[src/rtl/tx_package_pkg.sv]
// Shared definitions for the framed UART transmit path: byte width,
// payload buffer depth and the frame sequencer state encoding.
package tx_package_pkg;

  localparam int BYTE       = 8;
  localparam int FIFO_DEPTH = 128;

  typedef enum logic [1:0] {
    ST_IDLE    = 2'd0,
    ST_SOF     = 2'd1,
    ST_PAYLOAD = 2'd2,
    ST_EOF     = 2'd3
  } state_t;

endpackage

[src/rtl/tx_fifo.sv]
// Synchronous first-word-fall-through FIFO used as the payload buffer.
// A push while full and a pop while empty are ignored; a simultaneous
// push and pop both take effect and leave the count unchanged.
module tx_fifo #(
  parameter int DEPTH = 128,
  parameter int WIDTH = 8
) (
  input  logic                       clk,
  input  logic                       resetn,
  input  logic                       push,
  input  logic                       pop,
  input  logic [WIDTH-1:0]           din,
  output logic [WIDTH-1:0]           dout,
  output logic [$clog2(DEPTH+1)-1:0] count,
  output logic                       full,
  output logic                       empty
);

  localparam int PTR_W = $clog2(DEPTH);
  localparam int CNT_W = $clog2(DEPTH + 1);

  logic [WIDTH-1:0] mem [DEPTH];
  logic [PTR_W-1:0] wr_ptr;
  logic [PTR_W-1:0] rd_ptr;
  logic             do_push;
  logic             do_pop;

  function automatic logic [PTR_W-1:0] next_ptr(input logic [PTR_W-1:0] p);
    return (p == PTR_W'(DEPTH - 1)) ? '0 : p + 1'b1;
  endfunction

  assign full    = (count == CNT_W'(DEPTH));
  assign empty   = (count == '0);
  assign do_push = push && !full;
  assign do_pop  = pop && !empty;
  assign dout    = mem[rd_ptr];

  // Storage write; contents need no reset because count gates every read.
  always_ff @(posedge clk) begin
    if (do_push) mem[wr_ptr] <= din;
  end

  // Pointer and occupancy bookkeeping.
  always_ff @(posedge clk or negedge resetn) begin
    if (!resetn) begin
      wr_ptr <= '0;
      rd_ptr <= '0;
      count  <= '0;
    end else begin
      if (do_push) wr_ptr <= next_ptr(wr_ptr);
      if (do_pop)  rd_ptr <= next_ptr(rd_ptr);
      case ({do_push, do_pop})
        2'b10:   count <= count + 1'b1;
        2'b01:   count <= count - 1'b1;
        default: count <= count;
      endcase
    end
  end

endmodule

[src/rtl/tx_package.sv]
// Frame builder in front of a UART transmitter: buffers payload bytes and,
// once a full frame is available, emits SOF pattern, payload (with an
// optional substituted window) and an optional EOF pattern.
module tx_package
  import tx_package_pkg::*;
#(
  parameter logic [15:0] SOFPATTERN = 16'hEB90,
  parameter bit          EOFENABLE  = 1'b1,
  parameter logic [15:0] EOFPATTERN = 16'h90EB,
  parameter int          FRAMECNT   = 64,
  parameter bit          SUB        = 1'b1,
  parameter int          SUBPOS     = 2,
  parameter int          SUBLENGTH  = 8
) (
  input  logic                      clk,
  input  logic                      resetn,
  input  logic                      enable,
  input  logic                      payload_valid,
  input  logic [BYTE-1:0]           payload_data,
  output logic                      payload_ready,
  input  logic                      sub_data_valid,
  input  logic [SUBLENGTH*BYTE-1:0] sub_data,
  output logic [BYTE-1:0]           tx_data,
  output logic                      tx_data_valid,
  input  logic                      tx_ready,
  output logic                      frame_busy,
  output logic                      frame_done,
  output logic [10:0]               frame_count
);

  localparam int                CNT_W     = $clog2(FIFO_DEPTH + 1);
  localparam logic [CNT_W-1:0]  FRAME_LEN = CNT_W'(FRAMECNT);
  localparam logic [6:0]        LAST_IDX  = 7'(FRAMECNT - 1);

  state_t                    state;
  logic [6:0]                idx;
  logic [BYTE-1:0]           hdr_byte;
  logic [BYTE-1:0]           fifo_dout;
  logic [BYTE-1:0]           sub_byte;
  logic [SUBLENGTH*BYTE-1:0] pending_sub;
  logic [SUBLENGTH*BYTE-1:0] active_sub;
  logic [CNT_W-1:0]          fifo_count;
  logic                      fifo_full;
  logic                      fifo_empty;
  logic                      push;
  logic                      pop;
  logic                      accept;
  logic                      in_sub;

  assign payload_ready = !fifo_full;
  assign push          = payload_valid && payload_ready;
  assign accept        = tx_data_valid && tx_ready;
  // Every payload position consumes one buffered byte, substituted or not.
  assign pop           = accept && (state == ST_PAYLOAD) && !fifo_empty;

  tx_fifo #(
    .DEPTH (FIFO_DEPTH),
    .WIDTH (BYTE)
  ) u_fifo (
    .clk    (clk),
    .resetn (resetn),
    .push   (push),
    .pop    (pop),
    .din    (payload_data),
    .dout   (fifo_dout),
    .count  (fifo_count),
    .full   (fifo_full),
    .empty  (fifo_empty)
  );

  // Select the substitution byte for the current payload index, first byte in the MSBs.
  always_comb begin
    in_sub   = 1'b0;
    sub_byte = '0;
    for (int k = 0; k < SUBLENGTH; k++) begin
      if (SUB && (idx == 7'(SUBPOS + k))) begin
        in_sub   = 1'b1;
        sub_byte = active_sub[SUBLENGTH*BYTE-1-BYTE*k -: BYTE];
      end
    end
  end

  // Output byte: header/trailer register outside PAYLOAD, buffer head or substitution inside.
  always_comb begin
    tx_data = hdr_byte;
    if (state == ST_PAYLOAD) tx_data = in_sub ? sub_byte : fifo_dout;
  end

  // Substitution bytes may arrive at any time; they wait here until a frame starts.
  always_ff @(posedge clk or negedge resetn) begin
    if (!resetn)             pending_sub <= '0;
    else if (sub_data_valid) pending_sub <= sub_data;
  end

  // Frame sequencer with registered handshake and status outputs.
  always_ff @(posedge clk or negedge resetn) begin
    if (!resetn) begin
      state         <= ST_IDLE;
      idx           <= '0;
      hdr_byte      <= '0;
      tx_data_valid <= 1'b0;
      frame_busy    <= 1'b0;
      frame_done    <= 1'b0;
      frame_count   <= '0;
      active_sub    <= '0;
    end else begin
      frame_done <= 1'b0;
      case (state)
        ST_IDLE: begin
          if (enable && (fifo_count >= FRAME_LEN)) begin
            state         <= ST_SOF;
            idx           <= '0;
            hdr_byte      <= SOFPATTERN[15:8];
            tx_data_valid <= 1'b1;
            frame_busy    <= 1'b1;
            active_sub    <= pending_sub;
          end
        end
        ST_SOF: begin
          if (accept) begin
            if (idx == 7'd0) begin
              idx      <= 7'd1;
              hdr_byte <= SOFPATTERN[7:0];
            end else begin
              state    <= ST_PAYLOAD;
              idx      <= '0;
              hdr_byte <= '0;
            end
          end
        end
        ST_PAYLOAD: begin
          if (accept) begin
            if (idx != LAST_IDX) begin
              idx <= idx + 7'd1;
            end else if (EOFENABLE) begin
              state    <= ST_EOF;
              idx      <= '0;
              hdr_byte <= EOFPATTERN[15:8];
            end else begin
              state         <= ST_IDLE;
              idx           <= '0;
              hdr_byte      <= '0;
              tx_data_valid <= 1'b0;
              frame_busy    <= 1'b0;
              frame_done    <= 1'b1;
              frame_count   <= frame_count + 11'd1;
            end
          end
        end
        ST_EOF: begin
          if (accept) begin
            if (idx == 7'd0) begin
              idx      <= 7'd1;
              hdr_byte <= EOFPATTERN[7:0];
            end else begin
              state         <= ST_IDLE;
              idx           <= '0;
              hdr_byte      <= '0;
              tx_data_valid <= 1'b0;
              frame_busy    <= 1'b0;
              frame_done    <= 1'b1;
              frame_count   <= frame_count + 11'd1;
            end
          end
        end
        default: state <= ST_IDLE;
      endcase
    end
  end

endmodule

[config.mk]
export PLATFORM = sky130hd
export DESIGN_NAME = tx_package
export DESIGN_NICKNAME = d
export VERILOG_FILES = /design/src/rtl/tx_package_pkg.sv /design/src/rtl/tx_fifo.sv /design/src/rtl/tx_package.sv
export SDC_FILE = /design/constraint.sdc
export NUM_CORES = 1
export LEC_CHECK = 0
export CAP_MARGIN = 10
export CORE_AREA = 2 2 211 420
export CTS_CLUSTER_SIZE = 20
export DETAILED_ROUTE_END_ITERATION = 12
export DIE_AREA = 0 0 213 422
export PLACE_DENSITY = 0.75
export SYNTH_ARGS = -nofsm -noshare
export SYNTH_HDL_FRONTEND = slang
export SYNTH_HIERARCHICAL = 1
export SYNTH_SLANG_ARGS = --single-unit
export TNS_END_PERCENT = 100
[constraint.sdc]
create_clock -name clk -period 3.91 [get_ports clk]
set_input_delay 0.5865 -clock clk [delete_from_list [all_inputs] [get_ports clk]]
set_output_delay 0.5865 -clock clk [all_outputs]
set_load 0.02 [all_outputs]
Word-level counts from Yosys, hierarchy flattened
Memories as Yosys holds them, arrays and structs flattened.
Index checks and enable logic that the tools add are counted.
{"block": "totals", "inputBits": 78, "word_cells": 118, "ramBits": 1024, "reg_bits": 180, "mem_count": 1}
{"block": "op_classes", "magnitude_cmp": 1, "eq_ne": 25, "n_reduce_logical": 21, "addsub": 6, "muxes": 52, "bitwise_logic": 1}
{"memory": "u_fifo.mem", "words": 128, "word_bits": 8, "rd": 1, "rd_clocked_by_memory_dff": 0, "write_ports": 1, "line": "tx_fifo.sv:22", "source": "logic [WIDTH-1:0] mem [DEPTH];"}
{"operator": "two-way mux 8 bit", "count": 17}
{"operator": "two-way mux 7 bit", "count": 6}
{"operator": "case mux 8 bit (4 select lines)", "count": 1}
{"operator": "equality test 7 x 3 -> 1 bit (second input constant)", "count": 4}
{"operator": "adder 7 x 1 -> 7 bit (second input constant)", "count": 3}
{"operator": "case mux 7 bit (3 select lines)", "count": 1}
{"operator": "two-way mux 1 bit", "count": 17}
{"operator": "case mux 8 bit (2 select lines)", "count": 1}
{"operator": "equality test 7 x 2 -> 1 bit (second input constant)", "count": 2}
{"operator": "equality test 7 x 4 -> 1 bit (second input constant)", "count": 2}
{"operator": "equality test 7 bit (second input constant)", "count": 2}
{"operator": "two-way mux 2 bit", "count": 7}
{"operator": "!= test 2 bit (second input constant)", "count": 7}
{"operator": "adder 11 x 1 -> 11 bit (second input constant)", "count": 1}
{"operator": "adder 8 x 1 -> 8 bit (second input constant)", "count": 1}
{"operator": "equality test 8 bit (second input constant)", "count": 1}
{"operator": ">= comparator 8 x 7 -> 1 bit (second input constant)", "count": 1}
{"operator": "zero test 8 bit", "count": 1}
{"operator": "case mux 2 bit (4 select lines)", "count": 1}
{"operator": "subtractor 8 x 1 -> 8 bit (second input constant)", "count": 1}
{"operator": "logical AND 1 bit", "count": 7}
{"operator": "zero test 7 bit", "count": 1}
{"operator": "!= test 7 x 6 -> 1 bit (second input constant)", "count": 1}
{"operator": "AND reduction 7 bit", "count": 1}
{"operator": "other kinds (13)", "count": 19}

Depth between registers and ports, before layout
{"block": "depth", "word_depth": 11, "ltp_mapped": 15}

Modules after synthesis
The synthesis kept the hierarchy.
{"module": "tx_fifo", "seq_area_each_um2": 31300.0, "area_per_inst_um2": 41105.7, "n_inst": 1, "cells_each": 2057}
{"module": "tx_package", "seq_area_each_um2": 3828.7, "area_per_inst_um2": 6952.9, "n_inst": 1, "cells_each": 564}

Worst setup path after synthesis
OpenSTA, ideal clock, no wires.
{"block": "synth_timing", "kind": "reg2out", "start": "reg u_fifo.rd_ptr[0]", "end": "out tx_data[2]", "path_buffers": 3, "t_arrival_ns": 2.517, "stages_incl_launch_ff": 12, "path_slack_ns": 0.807, "path_cell_list": "dfrtp_1 > buf_6 > buf_2 > buf_4 > mux4_2 > mux2i_1 > nor2_1 > nor4_1 > a22oi_1 > a22oi_1 > nor2_1 > a41o_1"}
{"block": "synth_via", "elab_chain_len": 3}
{"item": "from (decl)", "line": "tx_fifo.sv:24", "source": "logic [PTR_W-1:0] rd_ptr;"}
{"item": "from (signal assigned)", "line": "tx_fifo.sv:51", "source": "if (do_pop) rd_ptr <= next_ptr(rd_ptr);"}
{"item": "memory (128 x 8 bit)"}
{"item": "named net fifo_dout[2]", "line": "tx_package.sv:38", "source": "logic [BYTE-1:0] fifo_dout;"}
{"item": "two-way mux 8 bit (2 in series)", "line": "tx_package.sv:86", "source": "if (state == ST_PAYLOAD) tx_data = in_sub ? sub_byte : fifo_dout;"}
{"item": "to (decl)", "line": "tx_package.sv:23", "source": "output logic [BYTE-1:0] tx_data,"}
The timed path passes the listed nets, and every way through them passes these cells.

Worst setup path in the final report
{"block": "layout_timing", "start": "reg u_fifo.rd_ptr[0]", "end": "out tx_data[7]"}
The elaborated chain is that of the path after synthesis.

==> flow_summary_export.csv <==
group,metric,value,unit
floorplan,core_region_area,86700,µm²
synthesis,synthTopCellsByArea,"edfxtp_1 (64%), mux4_2 (9.7%), dfrtp_1 (9.1%)",
pwr,p_leak,18.4,nW
synthesis,syn_area,48100,µm²
synthesis,synthDominantCellAreaShare,64.0,%
clock_network,cts_buffer_depth,3,
routing,drt-total-wl,125000,µm
synthesis,synth_top_cell_by_area,"edfxtp_1",
setup_path,cp.arrival,3.70,ns
timing,slew_violations,0,
setup_path,r2r-end,"u_fifo/count[7]",
floorplan,core.rowCount,153,
setup_path,path_max_fanout,4,
global_route,grt_pass1_vias,27800,
timing,finalSetupViolations,8,
floorplan,die_w,213,µm
global_route,grt_first_pass_wirelength,182000,µm
timing,rsz0062_at_grt,"true",
global_route,grt_antenna_before_repair,13,
pwr,finalPower,25.6,mW
routing,route.antenna.remaining_nets,0,
timing,timing.final.crit_share,110,%
placement,io_buffers,100,
routing,wl_per_cell,30.0,µm
status,violations,"setup timing",
timing,fin_worst_skew,0.0329,ns
final_layout,mostFrequentLayoutCells,"edfxtp_1 (1,024), mux4_2 (207), nor2_1 (196)",
flow_run,cap_violations,0,
setup_path,reg2reg_from,"u_fifo/count[4]",
routing,viasPerCell,6.33,
timing,relSlewSlack,29.1,%
routing,drtIter0Drc,3025,
final_layout,final_common_cell,"edfxtp_1",
timing,tns,-2.33,ns
setup_path,cp-start-kind,"flop",
routing,num_vias,26400,
synthesis,synth-edff-count,1024,
worst_hold_path,hp-class,"in2async",
synthesis,synth_async_sr_flop_share,14.6,%
setup_path,reg2reg_depth,15,
clock_network,htree_num_levels,3,
placement,hpwl,82400,µm
clock_network,cts_buffers,98,
timing,timing.fmax,0.233,GHz
floorplan,die_height,422,µm
setup_path,critPathRequiredTime,3.32,ns
timing,worst_slack,-0.376,ns
timing,final.min_clock_period,4.29,ns
setup_path,setup.worst_path.class,"reg2out",
final_layout,syn_to_final_growth,16.6,%
synthesis,avgSynthCellArea,18.3,µm²
clock_network,clockRootBuffer,"clkbuf_16",
setup_path,r2r_slack,0.35,ns
synthesis,synth_nets,2718,
floorplan,die_area,89900,µm²
status,run_status,"finished, violations left",
synthesis,yosysSeqAreaShare,73.1,%
final_layout,drive_above_1_share,28.6,%
synthesis,ys_ff_latch,1199,
synthesis,yosysWarnings,6,
global_route,grt_usage,28.2,%
placement,place_congestion,1.01,
clock_network,clk_latency,0.69,ns
clock_network,cts_sinks,1199,
pwr,ir_drop,0.364,mV
clock_network,hold_buffers,0,
synthesis,synth.distinct_cells,68,
timing,hold_violations,0,
floorplan,start_util,55.4,%
final_layout,fin_nets,3016,
routing,drc,0,
routing,first_pass_iters,6,
setup_path,endpoint_kind,"output port",
clock_network,clk_pin_slew,0.07,ns
global_route,grt_overflow,0,
synthesis,synthCells,2621,
clock_network,cts_tree,"built",
pwr,powerDensity,457,nW/µm²
global_route,grt_max_degree,129,
synthesis,synthFlopType,"edfxtp_1",
floorplan,pin_count,101,
timing,worstMarginPinSlew,1.06,ns
[worst max-delay path, cell delays in order, from the launching register on]
cell and delay (ns):
dfrtp_4 0.53, buf_12 0.17, buf_4 0.14, buf_6 0.13, mux4_2 0.44, a221oi_2 0.33
a21oi_2 0.14, nor4_4 0.27, buf_4 0.18, a22oi_2 0.11, a221oi_2 0.25, o22ai_1 0.12
buf_4 0.18
[metal layers]
layer  GRT usage [%]  wire length, µm  up-vias
met5               0               37        -
met4            20.5             9500        6
met3            4.39             8140      390
met2            50.7            68300     1385
met1            29.5            39200    13600
li1                -                -    11000
[through the flow]
stage / cells / hold WS, ns / cell area [µm²] / setup slack [ns] / utilization [%]
detailed placement: 3945 / 0.466 / 51600 / -0.725 / 59.5
CTS: 4157 / 0.0248 / 55800 / -0.344 / 64.4
global placement: 3945 / 0.463 / 51600 / -0.777 / 59.5
finish: 4171 / 0.00198 / 56000 / -0.376 / 64.6
floorplan: 2621 / 0.291 / 48100 / 0.807 / -
global route: 4171 / 0.0837 / 56000 / -0.425 / 64.6
[state kept, by name, summed over array words and instances (netlist names), 3 cells and up]
signal / flops
u_fifo/count: 8
active_sub: 64
pending_sub: 64
u_fifo/wr_ptr: 7
hdr_byte: 3
idx: 7
u_fifo/mem: 1024
u_fifo/rd_ptr: 7
frame_count: 11
[Yosys cell counts, types with 3 or more instances]
| cell | number |
|---|---|
| xor2_1 | 7 |
| a22o_1 | 3 |
| and3_1 | 8 |
| nand4_1 | 12 |
| o21ai_1 | 11 |
| buf_1 | 12 |
| xnor2_1 | 18 |
| mux4_2 | 207 |
| buf_4 | 17 |
| a2111oi_0 | 4 |
| o22ai_1 | 8 |
| nand2_1 | 107 |
| o21bai_1 | 3 |
| inv_1 | 18 |
| buf_8 | 3 |
| nand3_1 | 25 |
| dfrtp_1 | 175 |
| a22oi_1 | 53 |
| mux2_2 | 142 |
| o211ai_1 | 12 |
| nand2b_1 | 6 |
| buf_2 | 30 |
| a31oi_1 | 23 |
| a21o_1 | 6 |
| clkbuf_1 | 65 |
| nor2b_1 | 12 |
| o21ai_0 | 67 |
| edfxtp_1 | 1024 |
| a211oi_1 | 15 |
| buf_6 | 15 |
| nor3_1 | 18 |
| nor2_1 | 199 |
| ha_1 | 18 |
| or3_1 | 5 |
| or2_2 | 4 |
| nor4_1 | 11 |
| a221oi_1 | 23 |
| mux2i_1 | 152 |
| a21oi_1 | 47 |
[worst max path at each step]
| stage | startpoint | slack (ns) | to | cells after the start |
|---|---|---|---|---|
| after global routing | u_fifo/rd_ptr[0] | -0.43 | tx_data[7] | 12 |
| after floorplan | u_fifo/rd_ptr[0] | 0.81 | tx_data[2] | 11 |
| after CTS | u_fifo/rd_ptr[0] | -0.34 | tx_data[3] | 13 |
| after global placement | u_fifo/rd_ptr[0] | -0.78 | tx_data[0] | 10 |
| after detailed placement | u_fifo/rd_ptr[0] | -0.73 | tx_data[3] | 10 |
| final | u_fifo/rd_ptr[0] | -0.38 | tx_data[7] | 12 |
[cells by family (layout without fill, tap and decap cells)]
group / Yosys count / after routing / share of synthesized area (%)
other: 0 / 10 / 0
adders and majority gates: 19 / 19 / 0.510
AOI/OAI and AO/OA: 289 / 289 / 3.94
buffers and inverters: 162 / 540 / 1.85
xor gates and xnor gates: 25 / 25 / 0.456
muxes: 501 / 501 / 16.2
DFF: 1199 / 1199 / 73.1
and+or+nand+nor: 426 / 426 / 3.96
[final cells by class]
type / instances / area (µm²)
Multi-Input combinational cell: 1260 / 12500
Fill cell: 5676 / 30700
Sequential cell: 1199 / 35100
Clock inverter: 58 / 569
Clock buffer: 122 / 2670
Inverter: 18 / 67.6
Antenna cell: 10 / 25.0
Tap cell: 1162 / 1450
Timing Repair Buffer: 342 / 3600
[repair_timing]
| item | 4_1_cts | 5_1_grt |
|---|---|---|
| gates resized for setup | 171 | 26 |
| pin swaps | 29 | 23 |
| setup endpoints to repair | 8 | 8 |
| gates cloned | 8 | 2 |
| setup buffers | 25 | 4 |
[report_power, final]
group | total (mW) | switching [mW] | internal (mW)
Clock | 9.96 | 4.54 | 5.43
Sequential | 14.3 | 0.153 | 14.2
Combinational | 1.32 | 0.915 | 0.402
Total | 25.6 | 5.60 | 20.0
(Power assumes the default switching activity.)
